**src/rtl/trigger_pkg.sv**
```systemverilog
// rtl/trigger_pkg.sv - trigger sequencer state encoding and trigger level helper
package trigger_pkg;

    typedef enum logic [1:0] {
        FILL    = 2'd0,
        ARMED   = 2'd1,
        ACQUIRE = 2'd2,
        DEAD    = 2'd3
    } trig_state_e;

    // Level as a percentage of full scale, truncated toward zero.
    function automatic int calc_level(input int threshold_pct, input int adc_width);
        return (threshold_pct * (1 << adc_width)) / 100;
    endfunction

endpackage

```
**src/rtl/threshold_cmp.sv**
```systemverilog
// rtl/threshold_cmp.sv - splits a sample beat into lanes and flags any lane strictly above the level
module threshold_cmp #(
    parameter int LANES        = 8,
    parameter int SAMPLE_WIDTH = 16,
    parameter int ADC_WIDTH    = 12,
    parameter int LEVEL        = 409
) (
    input  logic [LANES*SAMPLE_WIDTH-1:0] tdata,
    input  logic                          beat,
    output logic                          hit
);

    // One extra bit so a level of exactly full scale never aliases to zero.
    localparam logic [ADC_WIDTH:0] LEVEL_EXT = (ADC_WIDTH + 1)'(LEVEL);

    logic [LANES-1:0] lane_over;

    for (genvar i = 0; i < LANES; i++) begin : g_lane
        logic [ADC_WIDTH-1:0] lane;

        assign lane         = tdata[SAMPLE_WIDTH*i +: ADC_WIDTH];
        assign lane_over[i] = ({1'b0, lane} > LEVEL_EXT);

        if (SAMPLE_WIDTH > ADC_WIDTH) begin : g_pad
            logic unused_pad;
            assign unused_pad = ^tdata[SAMPLE_WIDTH*i+ADC_WIDTH +: SAMPLE_WIDTH-ADC_WIDTH];
        end
    end

    assign hit = beat & (|lane_over);

endmodule

```
**src/rtl/trigger_sequencer.sv**
```systemverilog
// rtl/trigger_sequencer.sv - threshold trigger FSM with timestamp latch and saturating event/drop counters
module trigger_sequencer
    import trigger_pkg::*;
#(
    parameter int THRESHOLD            = 10,
    parameter int PRE_ACQUI_LEN        = 12,
    parameter int POST_ACQUI_LEN       = 38,
    parameter int DEADTIME             = 8,
    parameter int TIME_STAMP_WIDTH     = 16,
    parameter int ADC_RESOLUTION_WIDTH = 12,
    parameter int SAMPLE_WIDTH         = 16,
    parameter int S_AXIS_TDATA_WIDTH   = 128,
    parameter int CNT_WIDTH            = 32
) (
    input  logic                          AXIS_ACLK,
    input  logic                          AXIS_ARESET,
    input  logic                          ENABLE,
    input  logic [S_AXIS_TDATA_WIDTH-1:0] S_AXIS_TDATA,
    input  logic                          S_AXIS_TVALID,
    input  logic                          S_AXIS_TREADY,
    input  logic                          FIFO_FULL,
    output logic                          TRIGGERD_FLAG,
    output logic [TIME_STAMP_WIDTH-1:0]   TIME_STAMP,
    output logic                          BUSY,
    output logic [CNT_WIDTH-1:0]          EVENT_CNT,
    output logic [CNT_WIDTH-1:0]          DROP_CNT
);

    localparam int LANES   = S_AXIS_TDATA_WIDTH / SAMPLE_WIDTH;
    localparam int LEVEL   = calc_level(THRESHOLD, ADC_RESOLUTION_WIDTH);
    localparam int WIN_LEN = PRE_ACQUI_LEN + POST_ACQUI_LEN + 1;
    localparam int FILL_W  = $clog2(PRE_ACQUI_LEN + 1);
    localparam int WIN_W   = $clog2(WIN_LEN + 1);
    localparam int DEAD_W  = $clog2(DEADTIME + 1);

    localparam logic [FILL_W-1:0] FILL_LAST = FILL_W'(PRE_ACQUI_LEN - 1);
    localparam logic [WIN_W-1:0]  WIN_LAST  = WIN_W'(WIN_LEN - 1);
    localparam logic [DEAD_W-1:0] DEAD_LAST = DEAD_W'(DEADTIME - 1);

    trig_state_e                 state_q, state_d;
    logic [FILL_W-1:0]           fill_cnt_q, fill_cnt_d;
    logic [WIN_W-1:0]            win_cnt_q, win_cnt_d;
    logic [DEAD_W-1:0]           dead_cnt_q, dead_cnt_d;
    logic                        flag_q, flag_d;
    logic                        busy_q, busy_d;
    logic [TIME_STAMP_WIDTH-1:0] ts_cnt_q, ts_cnt_d;
    logic [TIME_STAMP_WIDTH-1:0] ts_q, ts_d;
    logic [CNT_WIDTH-1:0]        event_cnt_q, event_cnt_d;
    logic [CNT_WIDTH-1:0]        drop_cnt_q, drop_cnt_d;

    logic           beat;
    logic           hit;
    logic           hit_en;
    logic           event_inc;
    logic           drop_hit;
    logic           drop_abort;
    logic [CNT_WIDTH:0] event_sum;
    logic [CNT_WIDTH:0] drop_sum;

    assign beat   = S_AXIS_TVALID & S_AXIS_TREADY;
    assign hit_en = hit & ENABLE;

    threshold_cmp #(
        .LANES        (LANES),
        .SAMPLE_WIDTH (SAMPLE_WIDTH),
        .ADC_WIDTH    (ADC_RESOLUTION_WIDTH),
        .LEVEL        (LEVEL)
    ) u_threshold_cmp (
        .tdata (S_AXIS_TDATA[LANES*SAMPLE_WIDTH-1:0]),
        .beat  (beat),
        .hit   (hit)
    );

    always_comb begin
        state_d    = state_q;
        fill_cnt_d = fill_cnt_q;
        win_cnt_d  = win_cnt_q;
        dead_cnt_d = dead_cnt_q;
        flag_d     = 1'b0;
        ts_d       = ts_q;
        event_inc  = 1'b0;
        drop_hit   = 1'b0;
        drop_abort = 1'b0;

        case (state_q)
            FILL: begin
                drop_hit = hit_en;
                if (beat) begin
                    if (fill_cnt_q == FILL_LAST) begin
                        state_d    = ARMED;
                        fill_cnt_d = '0;
                    end else begin
                        fill_cnt_d = fill_cnt_q + FILL_W'(1);
                    end
                end
            end
            ARMED: begin
                if (hit_en) begin
                    if (FIFO_FULL) begin
                        drop_hit = 1'b1;
                    end else begin
                        state_d   = ACQUIRE;
                        flag_d    = 1'b1;
                        win_cnt_d = '0;
                        ts_d      = ts_cnt_q;
                    end
                end
            end
            ACQUIRE: begin
                drop_hit = hit_en;
                // A full FIFO wins over a window that would end this same cycle.
                if (FIFO_FULL) begin
                    drop_abort = 1'b1;
                    state_d    = DEAD;
                    dead_cnt_d = '0;
                end else if (win_cnt_q == WIN_LAST) begin
                    event_inc  = 1'b1;
                    state_d    = DEAD;
                    dead_cnt_d = '0;
                end else begin
                    flag_d    = 1'b1;
                    win_cnt_d = win_cnt_q + WIN_W'(1);
                end
            end
            DEAD: begin
                drop_hit = hit_en;
                if (dead_cnt_q == DEAD_LAST) begin
                    state_d    = FILL;
                    fill_cnt_d = '0;
                end else begin
                    dead_cnt_d = dead_cnt_q + DEAD_W'(1);
                end
            end
            default: begin
                state_d = FILL;
            end
        endcase
    end

    always_comb begin
        busy_d   = (state_d != ARMED);
        ts_cnt_d = ts_cnt_q + TIME_STAMP_WIDTH'(1);

        // Widened sums saturate at all-ones instead of wrapping.
        event_sum   = {1'b0, event_cnt_q} + (CNT_WIDTH + 1)'(event_inc);
        drop_sum    = {1'b0, drop_cnt_q} + (CNT_WIDTH + 1)'(drop_hit)
                    + (CNT_WIDTH + 1)'(drop_abort);
        event_cnt_d = event_sum[CNT_WIDTH] ? '1 : event_sum[CNT_WIDTH-1:0];
        drop_cnt_d  = drop_sum[CNT_WIDTH]  ? '1 : drop_sum[CNT_WIDTH-1:0];
    end

    always_ff @(posedge AXIS_ACLK) begin
        if (AXIS_ARESET) begin
            state_q     <= FILL;
            fill_cnt_q  <= '0;
            win_cnt_q   <= '0;
            dead_cnt_q  <= '0;
            flag_q      <= 1'b0;
            busy_q      <= 1'b0;
            ts_cnt_q    <= '0;
            ts_q        <= '0;
            event_cnt_q <= '0;
            drop_cnt_q  <= '0;
        end else begin
            state_q     <= state_d;
            fill_cnt_q  <= fill_cnt_d;
            win_cnt_q   <= win_cnt_d;
            dead_cnt_q  <= dead_cnt_d;
            flag_q      <= flag_d;
            busy_q      <= busy_d;
            ts_cnt_q    <= ts_cnt_d;
            ts_q        <= ts_d;
            event_cnt_q <= event_cnt_d;
            drop_cnt_q  <= drop_cnt_d;
        end
    end

    assign TRIGGERD_FLAG = flag_q;
    assign TIME_STAMP    = ts_q;
    assign BUSY          = busy_q;
    assign EVENT_CNT     = event_cnt_q;
    assign DROP_CNT      = drop_cnt_q;

endmodule

```
**config.mk**
```make
export PLATFORM = sky130hd
export DESIGN_NAME = trigger_sequencer
export DESIGN_NICKNAME = d
export VERILOG_FILES = /design/src/rtl/trigger_pkg.sv /design/src/rtl/threshold_cmp.sv /design/src/rtl/trigger_sequencer.sv
export SDC_FILE = /design/constraint.sdc
export NUM_CORES = 1
export LEC_CHECK = 0
export BUFFER_PORTS_ARGS = -buffer_cell sky130_fd_sc_hd__buf_2
export CAP_MARGIN = 10
export CORE_ASPECT_RATIO = 0.75
export CORE_UTILIZATION = 30
export DETAILED_ROUTE_END_ITERATION = 10
export SLEW_MARGIN = 20
export SYNTH_ARGS = -nofsm -noshare
export SYNTH_HDL_FRONTEND = slang
export SYNTH_SLANG_ARGS = --single-unit
```
**constraint.sdc**
```tcl
create_clock -name AXIS_ACLK -period 6.45 [get_ports AXIS_ACLK]
set_input_delay 1.6125 -clock AXIS_ACLK [delete_from_list [all_inputs] [get_ports AXIS_ACLK]]
set_output_delay 1.6125 -clock AXIS_ACLK [all_outputs]
set_load 0.02 [all_outputs]
```
# Yosys cells after proc, flatten, opt, wreduce, memory -nomap -nowiden

Cells that the tools add are included.

Flip-flop bits (word level): 114
Output and inout bits: 82
Logic and storage cells: 89

Add/subtract/negate cells: 7
Order comparisons: 8
Eq/ne operators: 15
Muxes and demuxes: 35
Bitwise gates (word level): 4
Reduce and logical (&&, ||, !) cells: 10

Operators with widths:

| cell                    | number |
|---|---|
| $gt A12 B9 Y1 const B   | 8 |
| $add A32 B1 Y33         | 2 |
| $mux W32                | 2 |
| $add A33 B1 Y33         | 1 |
| $mux W4                 | 6 |
| $mux W6                 | 4 |
| $add A16 B1 Y16 const B | 1 |
| $pmux W4 S2             | 2 |
| $mux W2                 | 7 |
| $ne A2 B2 Y1 const B    | 6 |
| $pmux W6 S2             | 1 |
| $mux W1                 | 10 |
| $reduce_and A3 Y1       | 3 |
| $add A4 B1 Y4 const B   | 2 |
| $pmux W2 S4             | 1 |
| $reduce_or A8 Y1        | 1 |
| $add A6 B1 Y6 const B   | 1 |
| $eq A6 B6 Y1 const B    | 1 |
| $reduce_bool A2 Y1      | 3 |
| $reduce_and A5 Y1       | 1 |
| $eq A2 B2 Y1 const B    | 2 |
| $eq A4 B3 Y1 const B    | 1 |
| $eq A4 B4 Y1 const B    | 1 |
| $ne A2 B1 Y1 const B    | 2 |
| other kinds (7)         | 10 |

# Logic depth before layout (Yosys ltp)

Word-level depth: 9
Depth in mapped cells: 14
Mapped depth without buffers: 13

# By module

Synthesis repeated with hierarchy kept, for this count alone.

Cells, all modules: 636
Area, all modules: 5519.0 um^2

By module, submodules not included:

| module            | instances | cells each | area each (um^2) | seq. area each (um^2) |
|---|---|---|---|---|
| trigger_sequencer | 1         | 592        | 5207.5           | 2282.2 |
| threshold_cmp     | 1         | 44         | 311.5            | 0.0 |

# Worst setup path before layout

No wires, ideal clock.

Kind: in2reg
Start point: in S_AXIS_TDATA[119]
End point: reg drop_cnt_q[10], in the netlist DROP_CNT[10]
Library setup time: 0.070 ns
Data arrival time: 3.982 ns
Slack: 2.398 ns
Cell stages on the path: 14
Buffers on the path: 1
Path through: nand2_1 -> o2111ai_1 -> nor4_2 -> and2_1 -> a211oi_1 -> fa_1 -> ha_1 -> nand2_1 -> nor3_4 -> nand4_2 -> nor2_4 -> nand3_4 -> buf_2 -> a21oi_1

Cells in the longest elaborated chain, start to end: 9

RTL lines:

| element              | RTL line                 | source |
|---|---|---|
| start, declared      | trigger_sequencer.sv:18  | `input logic [S_AXIS_TDATA_WIDTH-1:0] S_AXIS_TDATA,` |
| $gt A12 B9 Y1 *      | threshold_cmp.sv:22      | `assign lane_over[i] = ({1'b0, lane} > LEVEL_EXT);` |
| $reduce_or A8 Y1 *   | threshold_cmp.sv:30      | `assign hit = beat & (\|lane_over);` |
| $and A1 B1 Y1 *      | threshold_cmp.sv:30      |  |
| $and A1 B1 Y1 *      | trigger_sequencer.sv:61  | `assign hit_en = hit & ENABLE;` |
| $mux W1              | trigger_sequencer.sv:98  | `if (hit_en) begin` |
| $pmux W1 S2 *        | trigger_sequencer.sv:85  | `case (state_q)` |
| $add A32 B1 Y33 *    | trigger_sequencer.sv:146 | `drop_sum = {1'b0, drop_cnt_q} + (CNT_WIDTH + 1)'(drop_hit)` |
| $add A33 B1 Y33 *    | trigger_sequencer.sv:147 | `+ (CNT_WIDTH + 1)'(drop_abort);` |
| $mux W32 *           | trigger_sequencer.sv:149 | `drop_cnt_d = drop_sum[CNT_WIDTH] ? '1 : drop_sum[CNT_WIDTH-1:0];` |
| end signal, assigned | trigger_sequencer.sv:174 | `drop_cnt_q <= drop_cnt_d;` |
| end, declared        | trigger_sequencer.sv:49  | `logic [CNT_WIDTH-1:0] drop_cnt_q, drop_cnt_d;` |

Mark *: on every way between the ends. The rest lies on a longest branch, timed or not.
A chain may end at the register's enable or synchronous reset.

# Worst setup path after layout

Start point: in FIFO_FULL
End point: reg event_cnt_q[27], in the netlist EVENT_CNT[27]

Cells in the longest elaborated chain, start to end: 4

RTL lines:

| element              | RTL line                 | source |
|---|---|---|
| start, declared      | trigger_sequencer.sv:21  | `input logic FIFO_FULL,` |
| $mux W1              | trigger_sequencer.sv:112 | `if (FIFO_FULL) begin` |
| $mux W1              | trigger_sequencer.sv:85  |  |
| $add A32 B1 Y33      | trigger_sequencer.sv:145 | `event_sum = {1'b0, event_cnt_q} + (CNT_WIDTH + 1)'(event_inc);` |
| $mux W32             | trigger_sequencer.sv:148 | `event_cnt_d = event_sum[CNT_WIDTH] ? '1 : event_sum[CNT_WIDTH-1:0];` |
| end signal, assigned | trigger_sequencer.sv:173 | `event_cnt_q <= event_cnt_d;` |
| end, declared        | trigger_sequencer.sv:48  | `logic [CNT_WIDTH-1:0] event_cnt_q, event_cnt_d;` |

No other way between the ends.

==> impl_metrics.ini <==
[run_status]
status = finished, final reports clean

[sta]
relSlewSlack = 0.332
grt_setup_unrepaired = no
timing.fmax_mhz = 226
skew_ns = 0.00975
setup_violations = 0
tightest_slew_ns = 1.00
fin_setup_tns_ns = 0
post-route-min-period_ns = 4.43
drv_slew = 0
finalCritPeriodShare = 0.686
hold_viol = 0

[floorplan]
core_um2 = 17900
io_pins = 216
num_rows = 42
dieWidth_um = 159
die-area_um2 = 19000
die_h_um = 120
initial_core_util = 0.311

[critical_path]
worst-setup-path-type = input port to flip-flop
regToRegEndpoint = EVENT_CNT[27]$_SDFF_PP0_
worst_ep_arrival_time_ns = 4.77
r2r_start = state_q[0]$_SDFF_PP0_
rr_worst_depth = 12
start_kind = input port
worstSetupEndpointType = flip-flop
required_ns = 6.79
path_max_fanout = 28
r2r_slack_ns = 2.09

[grt]
overflow = 0
grt_pass1_wl_mm = 23.4
grt_usage = 0.154
grt_pass1_vias = 4643
grt_max_degree = 81
antenna_found_initial = 0

[clock_network]
htree_num_levels = 4
clock_latency_ns = 0.41
clkTransAtPathRegs_ns = 0.06
cts_tree = done
post_cts_buffers = 0
numCtsBuffers = 17
ctsHoldBuffers = 0
cts_resized = 0
cts_buffer_depth = 2
cts_sinks = 114
clock-root-buffer = clkbuf_16

[placed_design]
hpwlAfterDp_mm = 10.5
numPortBuffers = 175
place_congestion = 0.782

[detailed_routing]
vias = 5144
first_pass_iters = 4
wl_per_cell_um = 13.7
postRouteAntennaNets = 0
drtIter0Drc = 176
route.detailed.drc = 0
drt-total-wl_mm = 14.6
avgViaCountPerCell = 4.83

[pwr]
total_power_mw = 1.98
power_density_nw_per_um2 = 271
ir_drop_mv = 0.149
p_leak_nw = 2.93

[synthesis]
synth_edf_count = 0
yosysWarnings = 0
synth_cell_types = 62
async_flop_share = 0
ys.flop_type = dfxtp_1
netlist_area_um2 = 5550
seq_area_frac_synth = 0.411
syn_avg_cell_area_um2 = 8.72
syn_nets = 784
syn_inst = 636
ys_ff_latch = 114

[hold_path]
worstHoldEndpoint = ts_cnt_q[0]$_SDFF_PP0_
hp-start = ts_cnt_q[0]$_SDFF_PP0_
holdPathStages = 1
hold_path_class = flip-flop to flip-flop

[finish]
layout_common_cells = buf_2 (174), dfxtp_1 (114), nor2_1 (68)
final_net_count = 958
final_common_cell = buf_2
diodes = 0
syn2layout_area_growth_pct = 31.4
layout-drive-gt1-share = 0.288

[run]
maxCapViolations = 0
[per-layer routing]
layer	vias up	routed length (µm)	part of all wire	GRT usage
met3	15	739	0.051	0.0491
li1	2626	-	-	-
met4	0	198	0.014	0.0517
met1	2373	7160	0.49	0.202
met2	130	6470	0.44	0.239
met5	-	0	0	0
[final cells by class]
class	count	area [µm²]
Tap cell	242	303
Sequential cell	114	2280
Timing Repair Buffer	177	893
Clock inverter	13	184
Multi-Input combinational cell	473	3070
Fill cell	1821	10600
Inverter	27	101
Clock buffer	19	453
[metrics by stage]
step / setup WS [ns] / std cells / hold slack (ns) / utilization / cell area, µm²
after floorplan: 2.40 / 636 / 0.429 / - / 5550
after global placement: 1.59 / 1033 / 0.453 / 0.372 / 6650
after detailed placement: 1.58 / 1033 / 0.456 / 0.372 / 6650
after CTS: 1.98 / 1065 / 0.470 / 0.408 / 7290
after global routing: 1.82 / 1065 / 0.493 / 0.408 / 7290
final: 2.02 / 1065 / 0.466 / 0.408 / 7290
[report_power, final]
| group | internal, mW | switching, mW |
|---|---|---|
| logic | 0.0953 | 0.135 |
| registers | 0.724 | 0.0187 |
| clock network | 0.665 | 0.338 |
[kinds of logic after synthesis]
group / Yosys count / share of synthesized area
simple gates: 255 / 0.255
compound gates: 126 / 0.138
flops: 114 / 0.411
xor+xnor: 59 / 0.0931
buf+inv: 49 / 0.0352
mux: 19 / 0.0343
fa+ha+maj: 14 / 0.0329
[sequential cells by signal, summed over array words and instances (netlist names)]
register	flops
dead_cnt_q	4
state_q	2
EVENT_CNT	32
fill_cnt_q	4
win_cnt_q	6
BUSY	1
DROP_CNT	32
TIME_STAMP	16
ts_cnt_q	16
TRIGGERD_FLAG	1
[synthesized netlist by cell type, drive strengths merged, types with 3 or more instances]
library cell	instances	area, µm²
and4	7	61.3
dfxtp	114	2280
mux2i	19	190
o2111ai	3	26.3
nand3	42	233
inv	27	101
a211oi	3	22.5
nor3b	3	22.5
nor2	71	279
nand2	37	139
nor2b	4	32.5
a31oi	5	31.3
o22ai	4	25.0
a21oi	67	343
buf	7	37.5
or2	4	27.5
clkbuf	15	56.3
xor2	29	254
ha	13	163
and3	10	62.6
xnor2	30	263
o21ai	14	70.1
nor3	22	151
nand2b	6	37.5
o211ai	13	97.6
and2	4	25.0
o211a	3	30.0
or3	6	42.5
nand4	20	138
nor4	12	96.3
[how the worst max path moves through the flow]
stage / startpoint / endpoint / cells after the start
floorplan: S_AXIS_TDATA[119] / DROP_CNT[10]$_SDFF_PP0_ / 14
global placement: S_AXIS_TDATA[39] / DROP_CNT[0]$_SDFF_PP0_ / 14
detailed placement: S_AXIS_TDATA[39] / DROP_CNT[9]$_SDFF_PP0_ / 14
CTS: S_AXIS_TDATA[39] / DROP_CNT[9]$_SDFF_PP0_ / 14
global route: S_AXIS_TDATA[40] / DROP_CNT[9]$_SDFF_PP0_ / 14
finish: FIFO_FULL / EVENT_CNT[27]$_SDFF_PP0_ / 10
[critical path, cell delays in order]
cell and delay, ns:
buf_2 0.12, nor4_1 0.59, ha_1 0.34, ha_1 0.23
and4_1 0.29, and3_1 0.27, nor2b_4 0.22, nand3_2 0.53
and4_1 0.47, nor3_2 0.09
No activity file was read; power rests on OpenSTA's default activity.
